[src/rtl/half_band_decim_2_if.sv]
// Sample-stream bundle for the second half-band decimator: input strobe/data
// toward the filter, decimated output and status back from it.
interface half_band_decim_2_if #(
  parameter int DW = 18
);
  logic                 in_en;
  logic signed [DW-1:0] x_in;
  logic signed [DW-1:0] y_out;
  logic                 out_valid;
  logic                 sat_flag;
  logic                 overrun;
  logic                 busy;

  modport master (
    output in_en, x_in,
    input  y_out, out_valid, sat_flag, overrun, busy
  );

  modport slave (
    input  in_en, x_in,
    output y_out, out_valid, sat_flag, overrun, busy
  );
endinterface

[src/rtl/half_band_decim_2.sv]
// Second-stage 11-tap half-band decimate-by-2 FIR with one shared 19x18 multiplier.
// Each odd-indexed input starts a LOAD/MAC0/MAC1/MAC2/OUT pass producing one sample.
//
//   state  | meaning
//   IDLE   | waiting for an odd-indexed input (trigger)
//   LOAD   | snapshot symmetric tap pair sums and centre tap
//   MAC0   | acc = p0*C0 + centre tap * 0.5
//   MAC1   | acc += p1*C1
//   MAC2   | acc += p2*C2, round/clip, register output (visible in OUT)
//   OUT    | out_valid/sat_flag high for this one cycle
module half_band_decim_2 #(
  parameter int                   DW = 18,
  parameter int                   CW = 18,
  parameter logic signed [CW-1:0] C0 = 18'sd2464,
  parameter logic signed [CW-1:0] C1 = -18'sd14601,
  parameter logic signed [CW-1:0] C2 = 18'sd77673
) (
  input logic                clk,
  input logic                reset,
  half_band_decim_2_if.slave bus
);

  localparam int NT = 11;
  localparam int PW = DW + 1;
  localparam int MW = PW + CW;
  localparam int AW = 40;

  localparam logic signed [AW-1:0] RND  = AW'(1) <<< (CW - 1);
  localparam logic signed [AW-1:0] YMAX = (AW'(1) <<< (DW - 1)) - AW'(1);
  localparam logic signed [AW-1:0] YMIN = -(AW'(1) <<< (DW - 1));

  typedef enum logic [2:0] {
    S_IDLE,
    S_LOAD,
    S_MAC0,
    S_MAC1,
    S_MAC2,
    S_OUT
  } state_e;

  state_e               state_q, state_d;
  logic signed [DW-1:0] taps_q [NT];
  logic signed [DW-1:0] taps_d [NT];
  logic                 phase_q, phase_d;
  logic signed [PW-1:0] p0_q, p0_d;
  logic signed [PW-1:0] p1_q, p1_d;
  logic signed [PW-1:0] p2_q, p2_d;
  logic signed [DW-1:0] xc_q, xc_d;
  logic signed [AW-1:0] acc_q, acc_d;
  logic signed [DW-1:0] y_q, y_d;
  logic                 valid_q, valid_d;
  logic                 sat_q, sat_d;
  logic                 overrun_q, overrun_d;

  logic signed [PW-1:0] mul_a;
  logic signed [CW-1:0] mul_b;
  logic signed [MW-1:0] prod;
  logic signed [AW-1:0] mac_sum;
  logic signed [AW-1:0] y_full;
  logic                 trig;

  assign prod    = MW'(mul_a) * MW'(mul_b);
  assign mac_sum = acc_q + AW'(prod);
  assign y_full  = (mac_sum + RND) >>> CW;
  assign trig    = bus.in_en && phase_q;

  always_comb begin
    state_d   = state_q;
    taps_d    = taps_q;
    phase_d   = phase_q;
    p0_d      = p0_q;
    p1_d      = p1_q;
    p2_d      = p2_q;
    xc_d      = xc_q;
    acc_d     = acc_q;
    y_d       = y_q;
    valid_d   = 1'b0;
    sat_d     = 1'b0;
    overrun_d = overrun_q;
    mul_a     = '0;
    mul_b     = '0;

    // Samples always shift in; a trigger that finds the FSM busy is dropped.
    if (bus.in_en) begin
      taps_d[0] = bus.x_in;
      for (int i = 1; i < NT; i++) begin
        taps_d[i] = taps_q[i-1];
      end
      phase_d = ~phase_q;
      if (trig && (state_q != S_IDLE)) begin
        overrun_d = 1'b1;
      end
    end

    case (state_q)
      S_IDLE: begin
        if (trig) begin
          state_d = S_LOAD;
        end
      end
      S_LOAD: begin
        p0_d    = PW'(taps_q[0]) + PW'(taps_q[10]);
        p1_d    = PW'(taps_q[2]) + PW'(taps_q[8]);
        p2_d    = PW'(taps_q[4]) + PW'(taps_q[6]);
        xc_d    = taps_q[5];
        state_d = S_MAC0;
      end
      S_MAC0: begin
        mul_a   = p0_q;
        mul_b   = C0;
        acc_d   = AW'(prod) + (AW'(xc_q) <<< (CW - 1));
        state_d = S_MAC1;
      end
      S_MAC1: begin
        mul_a   = p1_q;
        mul_b   = C1;
        acc_d   = mac_sum;
        state_d = S_MAC2;
      end
      S_MAC2: begin
        mul_a   = p2_q;
        mul_b   = C2;
        acc_d   = mac_sum;
        valid_d = 1'b1;
        if (y_full > YMAX) begin
          y_d   = YMAX[DW-1:0];
          sat_d = 1'b1;
        end else if (y_full < YMIN) begin
          y_d   = YMIN[DW-1:0];
          sat_d = 1'b1;
        end else begin
          y_d   = y_full[DW-1:0];
        end
        state_d = S_OUT;
      end
      S_OUT: begin
        state_d = S_IDLE;
      end
      default: begin
        state_d = S_IDLE;
      end
    endcase
  end

  always_ff @(posedge clk) begin
    if (reset) begin
      state_q   <= S_IDLE;
      taps_q    <= '{default: '0};
      phase_q   <= 1'b0;
      p0_q      <= '0;
      p1_q      <= '0;
      p2_q      <= '0;
      xc_q      <= '0;
      acc_q     <= '0;
      y_q       <= '0;
      valid_q   <= 1'b0;
      sat_q     <= 1'b0;
      overrun_q <= 1'b0;
    end else begin
      state_q   <= state_d;
      taps_q    <= taps_d;
      phase_q   <= phase_d;
      p0_q      <= p0_d;
      p1_q      <= p1_d;
      p2_q      <= p2_d;
      xc_q      <= xc_d;
      acc_q     <= acc_d;
      y_q       <= y_d;
      valid_q   <= valid_d;
      sat_q     <= sat_d;
      overrun_q <= overrun_d;
    end
  end

  assign bus.y_out     = y_q;
  assign bus.out_valid = valid_q;
  assign bus.sat_flag  = sat_q;
  assign bus.overrun   = overrun_q;
  assign bus.busy      = (state_q != S_IDLE);

endmodule

[src/flat_wrapper.sv]
// flat-port wrapper written by rule: the top's interface ports become plain ports
module half_band_decim_2_flat 
#(
  parameter int                   DW = 18,
  parameter int                   CW = 18,
  parameter logic signed [CW-1:0] C0 = 18'sd2464,
  parameter logic signed [CW-1:0] C1 = -18'sd14601,
  parameter logic signed [CW-1:0] C2 = 18'sd77673
)
  (clk, reset, bus_in_en, bus_x_in, bus_y_out, bus_out_valid, bus_sat_flag, bus_overrun, bus_busy);
  half_band_decim_2_if #(.DW(DW)) bus_i ();
  input logic clk;
  input logic reset;
  input wire logic [$bits(bus_i.in_en)-1:0] bus_in_en;
  input wire logic [$bits(bus_i.x_in)-1:0] bus_x_in;
  output wire logic [$bits(bus_i.y_out)-1:0] bus_y_out;
  output wire logic [$bits(bus_i.out_valid)-1:0] bus_out_valid;
  output wire logic [$bits(bus_i.sat_flag)-1:0] bus_sat_flag;
  output wire logic [$bits(bus_i.overrun)-1:0] bus_overrun;
  output wire logic [$bits(bus_i.busy)-1:0] bus_busy;
  assign bus_i.in_en = bus_in_en;
  assign bus_i.x_in = bus_x_in;
  assign bus_y_out = bus_i.y_out;
  assign bus_out_valid = bus_i.out_valid;
  assign bus_sat_flag = bus_i.sat_flag;
  assign bus_overrun = bus_i.overrun;
  assign bus_busy = bus_i.busy;
  half_band_decim_2 #(.DW(DW), .CW(CW), .C0(C0), .C1(C1), .C2(C2)) u_core (.clk(clk), .reset(reset), .bus(bus_i));
endmodule
[config.mk]
export PLATFORM = sky130hd
export DESIGN_NAME = half_band_decim_2_flat
export DESIGN_NICKNAME = d
export VERILOG_FILES = /design/src/rtl/half_band_decim_2_if.sv /design/src/rtl/half_band_decim_2.sv /design/src/flat_wrapper.sv
export SDC_FILE = /design/constraint.sdc
export NUM_CORES = 2
export LEC_CHECK = 0
export ABC_CLOCK_PERIOD_IN_PS = 12000
export BUFFER_PORTS_ARGS = -buffer_cell sky130_fd_sc_hd__buf_2
export CORE_MARGIN = 2
export CORE_UTILIZATION = 42
export CTS_CLUSTER_SIZE = 12
export DETAILED_ROUTE_END_ITERATION = 8
export GPL_ROUTABILITY_DRIVEN = 0
export PLACE_DENSITY = 0.63
export SLEW_MARGIN = 20
export SYNTH_ARGS = -nofsm -noshare
export SYNTH_HDL_FRONTEND = slang
export SYNTH_SLANG_ARGS = --single-unit
export TNS_END_PERCENT = 50
[constraint.sdc]
create_clock -name clk -period 12 [get_ports clk]
set_input_delay 2.4 -clock clk [delete_from_list [all_inputs] [get_ports clk]]
set_output_delay 2.4 -clock clk [all_outputs]
set_load 0.01 [all_outputs]
* Yosys cells after proc, flatten, opt, wreduce, memory -nomap -nowiden *
Cells that the tools add are included.
W data, S select, Z words.

cells by class
  muxes and demuxes = 10
  order comparisons = 2
  bitwise logic cells = 2
  reductions and logical operators = 8
  add/subtract/negate cells = 6
  equality and inequality tests = 5
  multiply operators = 1

operator list
  kind                      count
  $pmux W40 S2              1
  $add A18 B18 Y19          3
  $pmux W19 S3              1
  $pmux W18 S3              1
  $add A40 B19 Y40 const B  1
  $add A40 B37 Y40          1
  $add A37 B35 Y38          1
  $mul A19 B18 Y37          1
  $mux W18                  2
  $gt A22 B18 Y1 const B    1
  $lt A22 B18 Y1 const B    1
  $pmux W3 S5               1
  $eq A3 B2 Y1 const B      2
  $reduce_or A2 Y1          2
  $eq A3 B1 Y1 const B      1
  $eq A3 B3 Y1 const B      1
  $logic_not A3 Y1          1
  $mux W1                   3
  $mux W3                   1
  $reduce_bool A3 Y1        1
  $logic_and A1 B1 Y1       2
  $ne A2 B1 Y1 const B      1
  $not A1 Y1                2
  $reduce_and A2 Y1         1
  $reduce_bool A2 Y1        1

word-level totals
  flip-flop bits (word level) = 338
  word-level logic and storage cells = 56
  output and inout port bits = 22

* Longest topological paths before layout *
  depth in word-level cells = 8
  gate-level depth with buffers = 50

* Least setup slack after synthesis *
OpenSTA, ideal clock, no wires.

  kind = register to register
  start point = register u_core.state_q[1]
  end point = register u_core.y_q[3], in the netlist u_core.bus.y_out[3]
  stages on the path, launching flop included = 46
  path slack = 1,273 ps
  clock period less this slack = 10,727 ps
  setup time = 129 ps
  arrival = 10,598 ps
  buffers on the path = 6
  cell sequence = dfxtp_1 -> clkbuf_1 -> nor2b_1 -> and2_1 -> clkbuf_1 -> clkbuf_1 -> nand2_1 -> inv_1 -> nor2_1 -> inv_1 -> fa_1 -> inv_1 -> fa_1 -> fa_1 -> inv_1 -> fa_1 -> fa_1 -> inv_1 -> [10 not listed] -> nor2_1 -> ha_1 -> clkbuf_1 -> a21oi_1 -> inv_1 -> or3_1 -> a2111oi_1 -> nor2_1 -> xor2_1 -> nand3_2 -> or4b_1 -> buf_2 -> nor4_1 -> mux2i_1 -> nand3_1 -> a21boi_2 -> buf_4 -> o22ai_1

between the ends
  longest elaborated chain between the ends = 8
  elaborated cells between the ends (all ways) = 12

ends and longest elaborated chain
  item                                          RTL line                  RTL
  start: declaration                            half_band_decim_2.sv:41   state_e state_q, state_d;
  start signal: assignment                      half_band_decim_2.sv:160  state_q <= state_d;
  $eq A3 B3 Y1 or $eq A3 B2 Y1 (tied branches)  half_band_decim_2.sv:95   case (state_q)
  $pmux W19 S3 or $pmux W18 S3 (tied branches)  half_band_decim_2.sv:95
  $mul A19 B18 Y37                              half_band_decim_2.sv:62   assign prod = MW'(mul_a) * MW'(mul_b);
  $add A40 B37 Y40                              half_band_decim_2.sv:63   assign mac_sum = acc_q + AW'(prod);
  $add A40 B19 Y40                              half_band_decim_2.sv:64   assign y_full = (mac_sum + RND) >>> CW;
  $lt A22 B18 Y1                                half_band_decim_2.sv:128  end else if (y_full < YMIN) begin
  $mux W18                                      half_band_decim_2.sv:128
  $mux W18                                      half_band_decim_2.sv:125  if (y_full > YMAX) begin
  end signal: assignment                        half_band_decim_2.sv:168  y_q <= y_d;
  end: declaration                              half_band_decim_2.sv:50   logic signed [DW-1:0] y_q, y_d;

Parallel ways exist; a longest one is shown, timed or not.
A chain may end at the register's enable or synchronous reset.

* Worst setup path after layout *
Ends and elaborated chain as after synthesis.

==> out/summary.txt <==
Synth top cells by count - 519 x inv_1, 384 x nor2_1, 338 x dfxtp_1, 325 x fa_1, 278 x nand2_1
Max Cap Viol - 0
Worst slew margin - 17.89%
Synth top area share - 23.09%
CP top delay family - adder cells
DIE AREA - 71,890 sq um
LEAKAGE - 15.50 nW
CP Data Arrival Time - 11.72 ns
Seq/Total Area, Yosys - 23.09%
Cell count along the critical path - 45
Worst r2r path cells - 45
Initial drt markers - 1,330
Syn nets - 3,884
Number of I/O pins - 43
Starting density of the core - 42.57%
Num rows - 96
Final hold vios - 0
#FFs+latches synth - 338
Async set or reset register ratio after synthesis - 0%
Clk buf depth - 3
Reg2reg start - u_core.state_q[1]
Worst vdd ir - 0.0001342 V
Global-route wire length before repair - 118.5 mm
Initial antenna violation count - 0
Wire length per cell - 17.36 um
Vias in the first global route - 21.61k
Clk root buf - clkbuf_16
Clock slew at reported path FFs - 0.07 ns
CTS tree - yes
Setup TNS - 0 ns
WP buf/inv - 12
Vias per cell - 5.164
CP startpoint - u_core.state_q[1]
TritonCTS Sinks - 338
Crit Path Class - register to register
Post-synthesis cell area - 29,300 sq um
Post-Route WL - 74.36 mm
Most numerous cell on the critical path - inv_1
Die Span X - 268.1 um
Post-route DRC - 0
Hold Path Class - register to register
Max stage delay cell, worst path - or4b_1
Detail Route Antenna Nets - 0
Pin count of the biggest net entering global routing - 204
CP startpoint kind - register
Reg-to-Reg End - u_core.bus.y_out[3]
Final instance area - 32,130 sq um
Post-DP HPWL - 58.85 mm
Tmin final - 11.25 ns
Synth Instances - 3,311
Main synth FF type - dfxtp_1
Nets - 3,901
Filler Cells Inserted - 6,627
IO buf count - 42
Worst hold path depth - 2
Clk_lat worst skew - 0.59 ns
Number of diodes - 0
Vias - 22.12k
Final period util - 93.71%
Crit path required time - 12.48 ns
Layout Skew - 0.02702 ns
RSZ-0062 raised after global routing - false
Library cells used by synthesis - 89
Crit-path max FO - 13
Max frequency - 88.92 MHz
Crit path capture type - register
Placed Instance Area - 30,650 sq um
Cell taking the most area after synthesis - dfxtp_1
Post-synth EDFFs - 0
Area Growth Syn to Fin - 9.642%
Power per cell area - 86.31 nW/um^2
Share of cells above drive strength 1 - 6.561%
Worst setup path endpoint - u_core.bus.y_out[3]
GRT Total Usage - 20.90%
GRT overflow - 0
Max Transition Viols Final - 0
Syn_area_per_cell - 8.849 sq um
CP peak stage delay - 0.63 ns
DIE HEIGHT - 268.1 um
Core area - 68,830 sq um
Worst slew pin tran - 1.232 ns
Final setup fails - 0
Final Core Density - 46.68%
Yosys warnings - 0
First drt pass iteration count - 5
Flop2flop setup slack - 0.75 ns
Outcome - finished clean
Count leader, synth - inv_1
Area contributors post-synth - dfxtp_1 23%, fa_1 22%, ha_1 9.7%
H-tree depth - 2
CTS Buf Count - 40
report_power, final:
group	switching [mW]	internal (mW)	leakage, nW
Clock	0.524	0.754	0.663
Sequential	0.0174	1.14	2.73
Combinational	0.212	0.124	12.1
placed cells by master (no fill, tap or decap), types with 40 or more instances in the layout:
cell type	synthesis	routed
nor2_1	384	374
nor3_1	48	48
a21oi_1	195	191
nand2_1	278	277
fa_1	325	325
dfxtp_1	338	338
inv_1	519	519
nand3_1	42	42
mux2i_1	201	201
buf_4	2	53
buf_2	3	40
xnor2_1	96	96
clkbuf_16	0	41
ha_1	227	227
o21ai_0	83	83
logic make-up after synthesis:
| kind of cell | Yosys count | share of synthesized area [%] |
|---|---|---|
| buffers and inverters | 642 | 8.293 |
| AND/OR/NAND/NOR | 909 | 13.76 |
| flip-flops | 338 | 23.09 |
| multiplexers | 203 | 6.952 |
| XOR/XNOR | 132 | 3.971 |
| adder cells (fa/ha/maj) | 552 | 31.90 |
| AO/OA/AOI/OAI | 535 | 12.03 |
metal layers:
layer,routed length (um),vias to the layer above,track usage [%],share of wire [%]
met5,0,-,0,0
met4,2909,0,7.882,3.9
met3,3502,138,3.198,4.7
met2,34490,465,33.92,46
met1,33450,10640,28.15,45
li1,-,10880,-,-
through the flow:
step	instances	hold slack [ns]	power (mW)	setup WS, ns
2_1_floorplan	3311	0.4274	1.418	1.273
5_1_grt	4284	0.4736	2.881	0.03240
4_1_cts	4280	0.4489	2.801	0.3296
3_3_place_gp	4213	0.4389	1.508	0.6023
6_report	4284	0.4499	2.773	0.7545
3_5_place_dp	4213	0.4405	1.510	0.3983
final cells by class:
cell class | count | area [sq um] | area share (%)
clock inverters | 16 | 230.2 | 0.7166
flip-flops and latches | 338 | 6766 | 21.06
repair buffers | 97 | 668.1 | 2.080
well taps | 931 | 1165 | 3.626
multi-input cells | 2331 | 20220 | 62.94
inverters | 520 | 1952 | 6.076
clock buffers | 51 | 1124 | 3.497
timing repair:
action,4_1_cts,5_1_grt
hold buffers,0,0
buffers inserted,0,4
endpoints found under the setup margin,0,19
resized for setup,0,22
worst min-delay path, delay by kind of cell (launching register included):
kind	cells	cell delay [ns]
DFF	1	0.31
AOI/OAI and AO/OA	1	0.05
and+or+nand+nor	1	0.05
flip-flops by register name, indices dropped and copies added (netlist names):
register              flops
u_core.phase_q            1
u_core.taps_q           198
u_core.xc_q              18
u_core.state_q            3
u_core.bus.overrun        1
u_core.acc_q             40
u_core.bus.sat_flag       1
u_core.p2_q              19
u_core.bus.out_valid      1
u_core.p1_q              19
u_core.bus.y_out         18
u_core.p0_q              19
how the worst min path moves through the flow:
stage	from	endpoint	slack, ns
floorplan	u_core.p1_q[17]	u_core.p1_q[17]	0.43
global placement	u_core.p1_q[15]	u_core.p1_q[15]	0.44
detailed placement	u_core.p1_q[17]	u_core.p1_q[17]	0.44
CTS	u_core.p1_q[15]	u_core.p1_q[15]	0.45
global route	u_core.p1_q[17]	u_core.p1_q[17]	0.47
finish	u_core.p1_q[15]	u_core.p1_q[15]	0.45
No activity file was read; power rests on OpenSTA's default activity.
